**src/rtl/mat_stream_tx.sv**
```systemverilog
// rtl/mat_stream_tx.sv - snapshots a DIMxDIM matrix on start and streams it one element per beat
// Optional feature macro: LVG_MAT_STREAM_COLMAJOR_EN adds a col_major input for transposed readout.
// DIM must be at least 2 so that the row/column index ports have a non-zero width.
module mat_stream_tx #(
  parameter int WIDTH = 32,
  parameter int DIM   = 4
) (
  input  logic                       clk,
  input  logic                       rst,
  input  logic                       start,
  input  logic [DIM*DIM*WIDTH-1:0]   mat_in,
`ifdef LVG_MAT_STREAM_COLMAJOR_EN
  input  logic                       col_major,
`endif
  output logic                       busy,
  output logic [WIDTH-1:0]           out_data,
  output logic                       out_valid,
  input  logic                       out_ready,
  output logic                       out_last,
  output logic [$clog2(DIM)-1:0]     out_row,
  output logic [$clog2(DIM)-1:0]     out_col,
  output logic                       done
);

  localparam int NEL = DIM * DIM;
  localparam int KW  = $clog2(NEL);
  localparam int IW  = $clog2(DIM);

  localparam logic [0:0] IDLE   = 1'b0;
  localparam logic [0:0] STREAM = 1'b1;

  logic [0:0]       state_q, state_d;
  logic [KW-1:0]    k_q, k_d;
  logic             done_q, done_d;
  logic [WIDTH-1:0] snap_q [NEL];

  logic             capture;
  logic             xfer;
  logic [IW-1:0]    k_div, k_mod;
  logic [IW-1:0]    row_w, col_w;
  logic [KW-1:0]    elem_idx;

  assign capture = (state_q == IDLE) && start;
  assign xfer    = out_valid && out_ready;

  // The counter walks elements in stream order; quotient/remainder give the two indices.
  assign k_div = IW'(k_q / KW'(DIM));
  assign k_mod = IW'(k_q % KW'(DIM));

`ifdef LVG_MAT_STREAM_COLMAJOR_EN
  logic cm_q;

  // Readout order is latched with the snapshot so a mid-stream col_major change has no effect.
  always_ff @(posedge clk) begin
    if (rst) begin
      cm_q <= 1'b0;
    end else if (capture) begin
      cm_q <= col_major;
    end
  end

  assign row_w = cm_q ? k_mod : k_div;
  assign col_w = cm_q ? k_div : k_mod;
`else
  assign row_w = k_div;
  assign col_w = k_mod;
`endif

  assign elem_idx = KW'(row_w) * KW'(DIM) + KW'(col_w);

  // Outputs are forced to zero outside STREAM, so the snapshot itself needs no reset.
  assign busy      = (state_q == STREAM);
  assign out_valid = (state_q == STREAM);
  assign out_last  = out_valid && (k_q == KW'(NEL - 1));
  assign out_data  = out_valid ? snap_q[elem_idx] : '0;
  assign out_row   = out_valid ? row_w : '0;
  assign out_col   = out_valid ? col_w : '0;
  assign done      = done_q;

  // Next-state logic: start is only looked at in IDLE, the final transfer returns to IDLE.
  always_comb begin
    state_d = state_q;
    k_d     = k_q;
    done_d  = 1'b0;
    case (state_q)
      IDLE: begin
        if (start) begin
          state_d = STREAM;
          k_d     = '0;
        end
      end
      STREAM: begin
        if (xfer) begin
          if (out_last) begin
            state_d = IDLE;
            k_d     = '0;
            done_d  = 1'b1;
          end else begin
            k_d = k_q + KW'(1);
          end
        end
      end
      default: begin
        state_d = IDLE;
        k_d     = '0;
      end
    endcase
  end

  // Control state registers; reset abandons any matrix in flight.
  always_ff @(posedge clk) begin
    if (rst) begin
      state_q <= IDLE;
      k_q     <= '0;
      done_q  <= 1'b0;
    end else begin
      state_q <= state_d;
      k_q     <= k_d;
      done_q  <= done_d;
    end
  end

  // Snapshot of the whole matrix, taken only on an accepted start.
  always_ff @(posedge clk) begin
    if (capture) begin
      for (int i = 0; i < NEL; i++) begin
        snap_q[i] <= mat_in[i*WIDTH +: WIDTH];
      end
    end
  end

endmodule

```
**config.mk**
```make
export PLATFORM = sky130hd
export DESIGN_NAME = mat_stream_tx
export DESIGN_NICKNAME = d
export VERILOG_FILES = /design/src/rtl/mat_stream_tx.sv
export SDC_FILE = /design/constraint.sdc
export NUM_CORES = 1
export LEC_CHECK = 0
export CAP_MARGIN = 20
export CORE_AREA = 2 2 215 217
export CTS_CLUSTER_SIZE = 16
export DETAILED_ROUTE_END_ITERATION = 8
export DIE_AREA = 0 0 217 219
export PLACE_DENSITY = 0.85
export SETUP_SLACK_MARGIN = 0.4
export SYNTH_ARGS = -nofsm -noshare
export SYNTH_HDL_FRONTEND = slang
export SYNTH_SLANG_ARGS = --single-unit
```
**constraint.sdc**
```tcl
create_clock -name clk -period 34.6 [get_ports clk]
set_input_delay 3.46 -clock clk [delete_from_list [all_inputs] [get_ports clk]]
set_output_delay 3.46 -clock clk [all_outputs]
set_load 0.005 [all_outputs]
```
==> results.md, run 1 <==
* WP data arrival at 4730 ps
* Cell repeated most along the worst path: buf_4
* Max cap viols at 0
* Post-synthesis instance area at 20150 um^2
* Outcome: finished, final reports clean
* Total grt overflow at 0
* Sequential share of the synthesized area at 76.91%
* Area grow syn2layout at 37.75%
* Share of post-route cells with drive strength above 1 at 6.269%
* Comb pwr share at 8.9%
* Post-CTS Repair Setup Buffers at 0
* Worst Path Max Fanout at 55
* Hold_buf cts at 0
* Vias in the first global route at 13175
* DRC viols at 0
* Seq cells post-synth at 518
* Slew Limit Fails at 0
* Clock period minus worst slack at 8186 ps
* Detailed Route WL at 58.99 mm
* CTS buffer count at 52
* FF/Latch Area at 15500 um^2
* Setup CP Type: flop to output pin
* Chip height at 219 um
* Post-cts resize count at 0
* Largest net degree at the start of global routing at 181
* I/O pin cnt at 556
* TNS Setup at 0 ps
* Detail Placement HPWL at 40.80 mm
* Fmax at 122.2 MHz
* RSZ-0062 raised after global routing: false
* Worst Hold Class: flop to flop
* Internal at 1.110 mW
* Antenna violations before repair at 8
* Longest Clk Path Bufs at 3
* Syn. warnings at 0
* Post-synth cell types at 31
* Via density at 5.500
* Routed wire per std cell at 25.87 um
* Final non-filler cell total at 2280
* GR peak layer: met2
* Die Wd at 217 um
* Relative slew slack at 22.34%
* R2R cell count at 6
* Static leakage at 9.104 nW
* First-pass GRT wire length at 82.77 mm
* Post-layout util at 61.55%
* Starting Density at 44.68%
* Worst-path clk slew at 60 ps
* Top cells by area, synth: edfxtp_1, mux2i_1, a22oi_1, mux4_2, o21ai_1
* Rows at 78
* Hold Path Stages at 2
* CP required at 31140 ps
* Psw at 294.1 uW
* Clock power share at 38.1%
* Switching share of power at 20.95%
* DRT Pass-1 Iters at 5
* Area share of the largest cell type after synthesis at 76.31%
* Final hold vios at 0
* Grt met2 use at 41.98%
* Worst-Skew Late Latency at 570 ps
* Post-DP Area at 26100 um^2
* Fin Clk Skew at 12.16 ps
* Critical-path cell list: buf_4, buf_4, mux2i_1, a22oi_1, nand2_1, o21ai_1, clkdlybuf4s50_1
* Tightest Pin Transition at 1165 ps
* Met1 GRT Util at 27.66%
* Total number of vias at 12539
* Clock tree sinks at 518
* Crit path max-delay cell type: dfxtp_4
* Critical Path End Type: output pin
* Filler cells at 3178
* Worst setup SP type: flop
* Seq pwr share at 53.0%
* Maximum vdd drop at 47.45 uV
* Setup violators final at 0
* Design area at 27750 um^2
* Area of the multi-input gates at 4150 um^2
* Mapped Cells at 1072
* CTS tree: done
* PD cells at 50.58 nW/um^2
* Core area at 45090 um^2
* GR Util All Layers at 23.98%
* Hold Slack at 565.6 ps
* Routed Antenna Nets at 0
* Iter 0 DRT Violations at 1278
* Worst path max stage delay at 870 ps
* Total die area at 47520 um^2
* Clock tree root driver cell: clkbuf_16
* Final period util at 23.66%
* Final RePlAce weighted congestion at 0.9104
* Area leader, netlist: edfxtp_1
* # port buffers at 555
* GRT met3 Usage at 6.223%
* H-tree Lvls at 2
* Mapped Avg Cell Area at 18.79 um^2
* Nets at 2153
* Syn_nets at 1589
* Placed insts at 2180
path summary, 6_finish.rpt:
path,startpoint,to,slack [ps]
worst min register to register,k_q[3],k_q[3],570
worst min-delay path,k_q[3],k_q[3],570
worst max register to register,busy,snap_q[10][31],30980
worst max-delay path,k_q[0],out_data[29],26410
cell usage after synthesis:
master / n
edfxtp_1: 512
mux2i_1: 232
a22oi_1: 105
nand2_1: 36
o21ai_1: 36
nand3_1: 24
buf_2: 22
buf_6: 15
a221oi_1: 12
mux4_2: 10
buf_4: 9
clkbuf_1: 9
and2_1: 6
dfxtp_1: 6
buf_12: 5
a21oi_1: 4
nor2_1: 4
o21ai_0: 4
buf_8: 3
nor2b_1: 3
a211oi_1: 2
inv_1: 2
mux4_1: 2
nor3_1: 2
and3_1: 1
ha_1: 1
nand2b_1: 1
nand4b_1: 1
nor2_2: 1
nor3b_1: 1
o22ai_1: 1
per-stage QoR:
step           worst slack (ps)  power, mW
2_1_floorplan              6805     0.8281
3_3_place_gp              27120     0.8735
3_5_place_dp              27050     0.8798
4_1_cts                   26410      1.411
5_1_grt                   26220      1.442
6_report                  26410      1.404
critical path, delay by kind of cell (launching register included):
kind | cells | cell delay (ps)
mux | 1 | 340
simple gates | 1 | 80
compound gates | 2 | 470
buf+inv | 3 | 2230
flops | 1 | 870
state kept, by name, summed over array words and instances, names as in the netlist:
signal	flops
done	1
snap_q	512
k_q	4
busy	1
power by group through the flow:
stage | sequential (mW) | clock [mW] | combinational (mW)
2_1_floorplan | 0.781 | 0 | 0.0476
3_3_place_gp | 0.755 | 0 | 0.119
3_5_place_dp | 0.757 | 0 | 0.123
4_1_cts | 0.745 | 0.543 | 0.124
5_1_grt | 0.747 | 0.563 | 0.132
6_report | 0.744 | 0.535 | 0.125
metal layers:
layer  wire [um]  up-vias
li1            -     5474
met1       21410     6239
met2       29910      699
met3        5036      123
met5          27        -
met4        2606        4
cell type report:
cell class	instances	area share (%)
Clock buffer	64	4.928
Clock inverter	29	0.8025
Inverter	2	0.02705
Timing Repair Buffer	573	20.69
Sequential cell	518	55.84
Multi-Input combinational cell	489	14.95
Antenna cell	5	0.04508
Tap cell	600	2.705
layout by cell type (no fill, tap or decap), drive strengths merged, types with 2 or more instances in the layout:
cell type / count
inv: 4
clkinvlp: 3
clkinv: 21
nand2: 36
edfxtp: 512
a221oi: 12
o21ai: 40
a211oi: 2
clkdlybuf4s50: 555
nand3: 24
and2: 6
a21oi: 4
nor3: 2
bufinv: 3
nor2: 5
mux2i: 232
buf: 18
dfxtp: 6
clkbuf: 64
mux4: 12
a22oi: 105
nor2b: 3
diode: 5
cells by family after synthesis:
group	Yosys count	share of synthesized area, %
mux	244	12.91
compound gates	164	5.633
buf+inv	65	2.646
simple gates	80	1.845
flops	518	76.91
fa+ha+maj	1	0.06209
Note: power is estimated with default switching activity, not from simulation.
==> run 2: changes to the inputs <==
Settings changed: CORE_AREA 2 2 215 217 to not set, CORE_MARGIN set to 1, CORE_UTILIZATION set to 44, DIE_AREA 0 0 217 219 to not set, PLACE_DENSITY 0.85 to 0.87.
Clock period 34.6 ns to 7.2 ns, I/O delays scaled along.
==> run 2 against run 1 <==
Critical endpoint is now out_data[24]. Final area decreased by 0.21%. Sequential power increased to 4.8 times the previous value. Highest routed layer unchanged. Wire length increased by 2.4%.
==> results.md, run 2 (synthesis gave the netlist of run 1 again) <==
* Outcome: finished, final reports clean
* Critical Path End Type: output pin
* Total grt overflow at 0 (unchanged)
* Total die area at 46650 um^2 (-1.8%)
* Slew Limit Fails at 0 (unchanged)
* Largest regs: snap_q x512, k_q x4
* Core area at 45280 um^2 (+0.43%)
* Hold_sp: k_q[3]
* FF-to-FF Start: busy
* Hold_buf cts at 0 (unchanged)
* Most common cell after layout, fill and taps aside: clkdlybuf4s50_1
* Worst Hold Class: flop to flop
* Worst Path Max Fanout at 42 (-24%)
* Nets at 2150 (-0.14%)
* Detailed Route WL at 60.40 mm (+2.4%)
* Static leakage at 9.072 nW (-0.36%)
* Fmax at 209.3 MHz
* Tightest Pin Transition at 1093 ps (-71.76 ps)
* Final RePlAce weighted congestion at 1.039 (+14%)
* Worst-Skew Late Latency at 590 ps (+20 ps)
* Starting Density at 44.49% (-0.19 points)
* Area grow syn2layout at 37.46%
* Max FFs per register at 512 (unchanged)
* Vias in the first global route at 13367 (+1.5%)
* DRC viols at 0 (unchanged)
* Maximum vdd drop at 202.8 uV (+330%)
* GR Util All Layers at 25.43% (+1.4 points)
* H-tree Lvls at 2 (unchanged)
* Max cap viols at 0 (unchanged)
* CTS buffer count at 52 (unchanged)
* Die Wd at 216.0 um (-0.47%)
* DRT Pass-1 Iters at 7 (+2)
* Chip height at 216.0 um (-1.4%)
* Iter 0 DRT Violations at 1158 (-9.4%)
* Rows at 78 (unchanged)
* WP data arrival at 4060 ps (-670 ps)
* Hold worst-path end: k_q[3]
* PD cells at 242.2 nW/um^2 (+380%)
* Worst-path clk slew at 60 ps (about the same)
* Routed wire per std cell at 26.52 um (+2.5%)
* Clock tree root driver cell: clkbuf_16
* R2R cell count at 3 (-3)
* I/O pin cnt at 556 (unchanged)
* Largest net degree at the start of global routing at 198 (+9.4%)
* Detail Placement HPWL at 41.81 mm (+2.5%)
* Fin Clk Skew at 20.99 ps (+8.827 ps)
* Worst setup SP type: flop
* Grt met2 use at 45.09% (+3.1 points)
* Via density at 5.488 (-0.20%)
* Pwr Total at 6.706 mW (+380%)
* Post-cts resize count at 0 (unchanged)
* Setup violators final at 0 (unchanged)
* Clock tree sinks at 518 (unchanged)
* Hold Path Stages at 2 (unchanged)
* Post-CTS Repair Setup Buffers at 0 (unchanged)
* Setup CP Type: flop to output pin
* Longest Clk Path Bufs at 3 (unchanged)
* GRT met3 Usage at 7.188% (+0.97 points)
* Relative slew slack at 27.12% (+4.8 points)
* First-pass GRT wire length at 85.45 mm (+3.2%)
* Worst R2R Setup Slack at 4470 ps (-26510 ps)
* R2r endpoint: snap_q[3][11]
* Clock period minus worst slack at 4779 ps
* Design area at 27690 um^2 (-0.21%)
* Most frequent cells in the layout: clkdlybuf4s50_1, edfxtp_1, mux2i_1, a22oi_1, clkbuf_16
* Final hold vios at 0 (unchanged)
* Total number of vias at 12497 (-0.33%)
* # port buffers at 555 (unchanged)
* Antenna violations before repair at 4 (-4)
* GR peak layer: met2
* Met1 GRT Util at 28.12% (+0.46 points)
* CP required at 6480 ps (-24660 ps)
* Post-DP Area at 26130 um^2 (+0.12%)
* Final period util at 66.37%
* CTS tree: done
* Most flop-heavy register: snap_q
* RSZ-0062 raised after global routing: false
* Routed Antenna Nets at 0 (unchanged)
* Share of post-route cells with drive strength above 1 at 6.093% (-0.18 points)
==> run 2: per-stage QoR <==
stage | setup WS, ps | setup TNS (ps) | util, % | cells | hold slack [ps]
after CTS | 2326 | 0 | 61.14 | 2274 | 584.7
after detailed placement | 2990 | 0 | 57.69 | 2179 | 575.0
final | 2421 | 0 | 61.16 | 2277 | 601.6
after global routing | 2241 | 0 | 61.15 | 2276 | 609.7
after global placement | 3065 | 0 | 57.69 | 2179 | 498.6
after floorplan | -1860 | -830070 | - | 1072 | 471.8
==> run 2: worst max-delay path, cell delays in order (launching register included) <==
cell and delay, ps:
dfxtp_1 1040, nor2b_4 800, buf_4 630, a22oi_1 150, nand3_1 190, o21ai_1 120, clkdlybuf4s50_1 480
==> run 2: routing by layer <==
metal | up-vias | wire, um
met5 | - | 12
met4 | 2 | 2743
met3 | 130 | 5299
met2 | 738 | 30990
met1 | 6173 | 21350
li1 | 5454 | -
==> run 2: cell type report <==
class	instances	area, um^2
timing repair buffer	570	5718
clock buffer	70	1421
inverter	2	7.507
sequential	518	15500
tap	600	750.7
multi-input combinational	489	4150
antenna	3	7.507
fill	3186	17590
clock inverter	25	140.1
==> run 2: power breakdown <==
part / leakage (nW) / switching [mW] / internal, mW
Combinational: 3.38 / 0.260 / 0.359
Sequential: 4.93 / 0.0610 / 3.52
Clock: 0.762 / 1.12 / 1.39
Total: 9.07 / 1.44 / 5.26
==> run 2: how the worst max path moves through the flow <==
stage / slack [ps] / startpoint / end / cells after the start
floorplan: -1860 / start / k_q[3] / 4
global placement: 3070 / k_q[2] / out_data[14] / 6
detailed placement: 2990 / k_q[2] / out_data[14] / 6
CTS: 2330 / k_q[2] / out_data[14] / 6
global route: 2240 / k_q[2] / out_data[2] / 6
finish: 2420 / k_q[2] / out_data[24] / 6
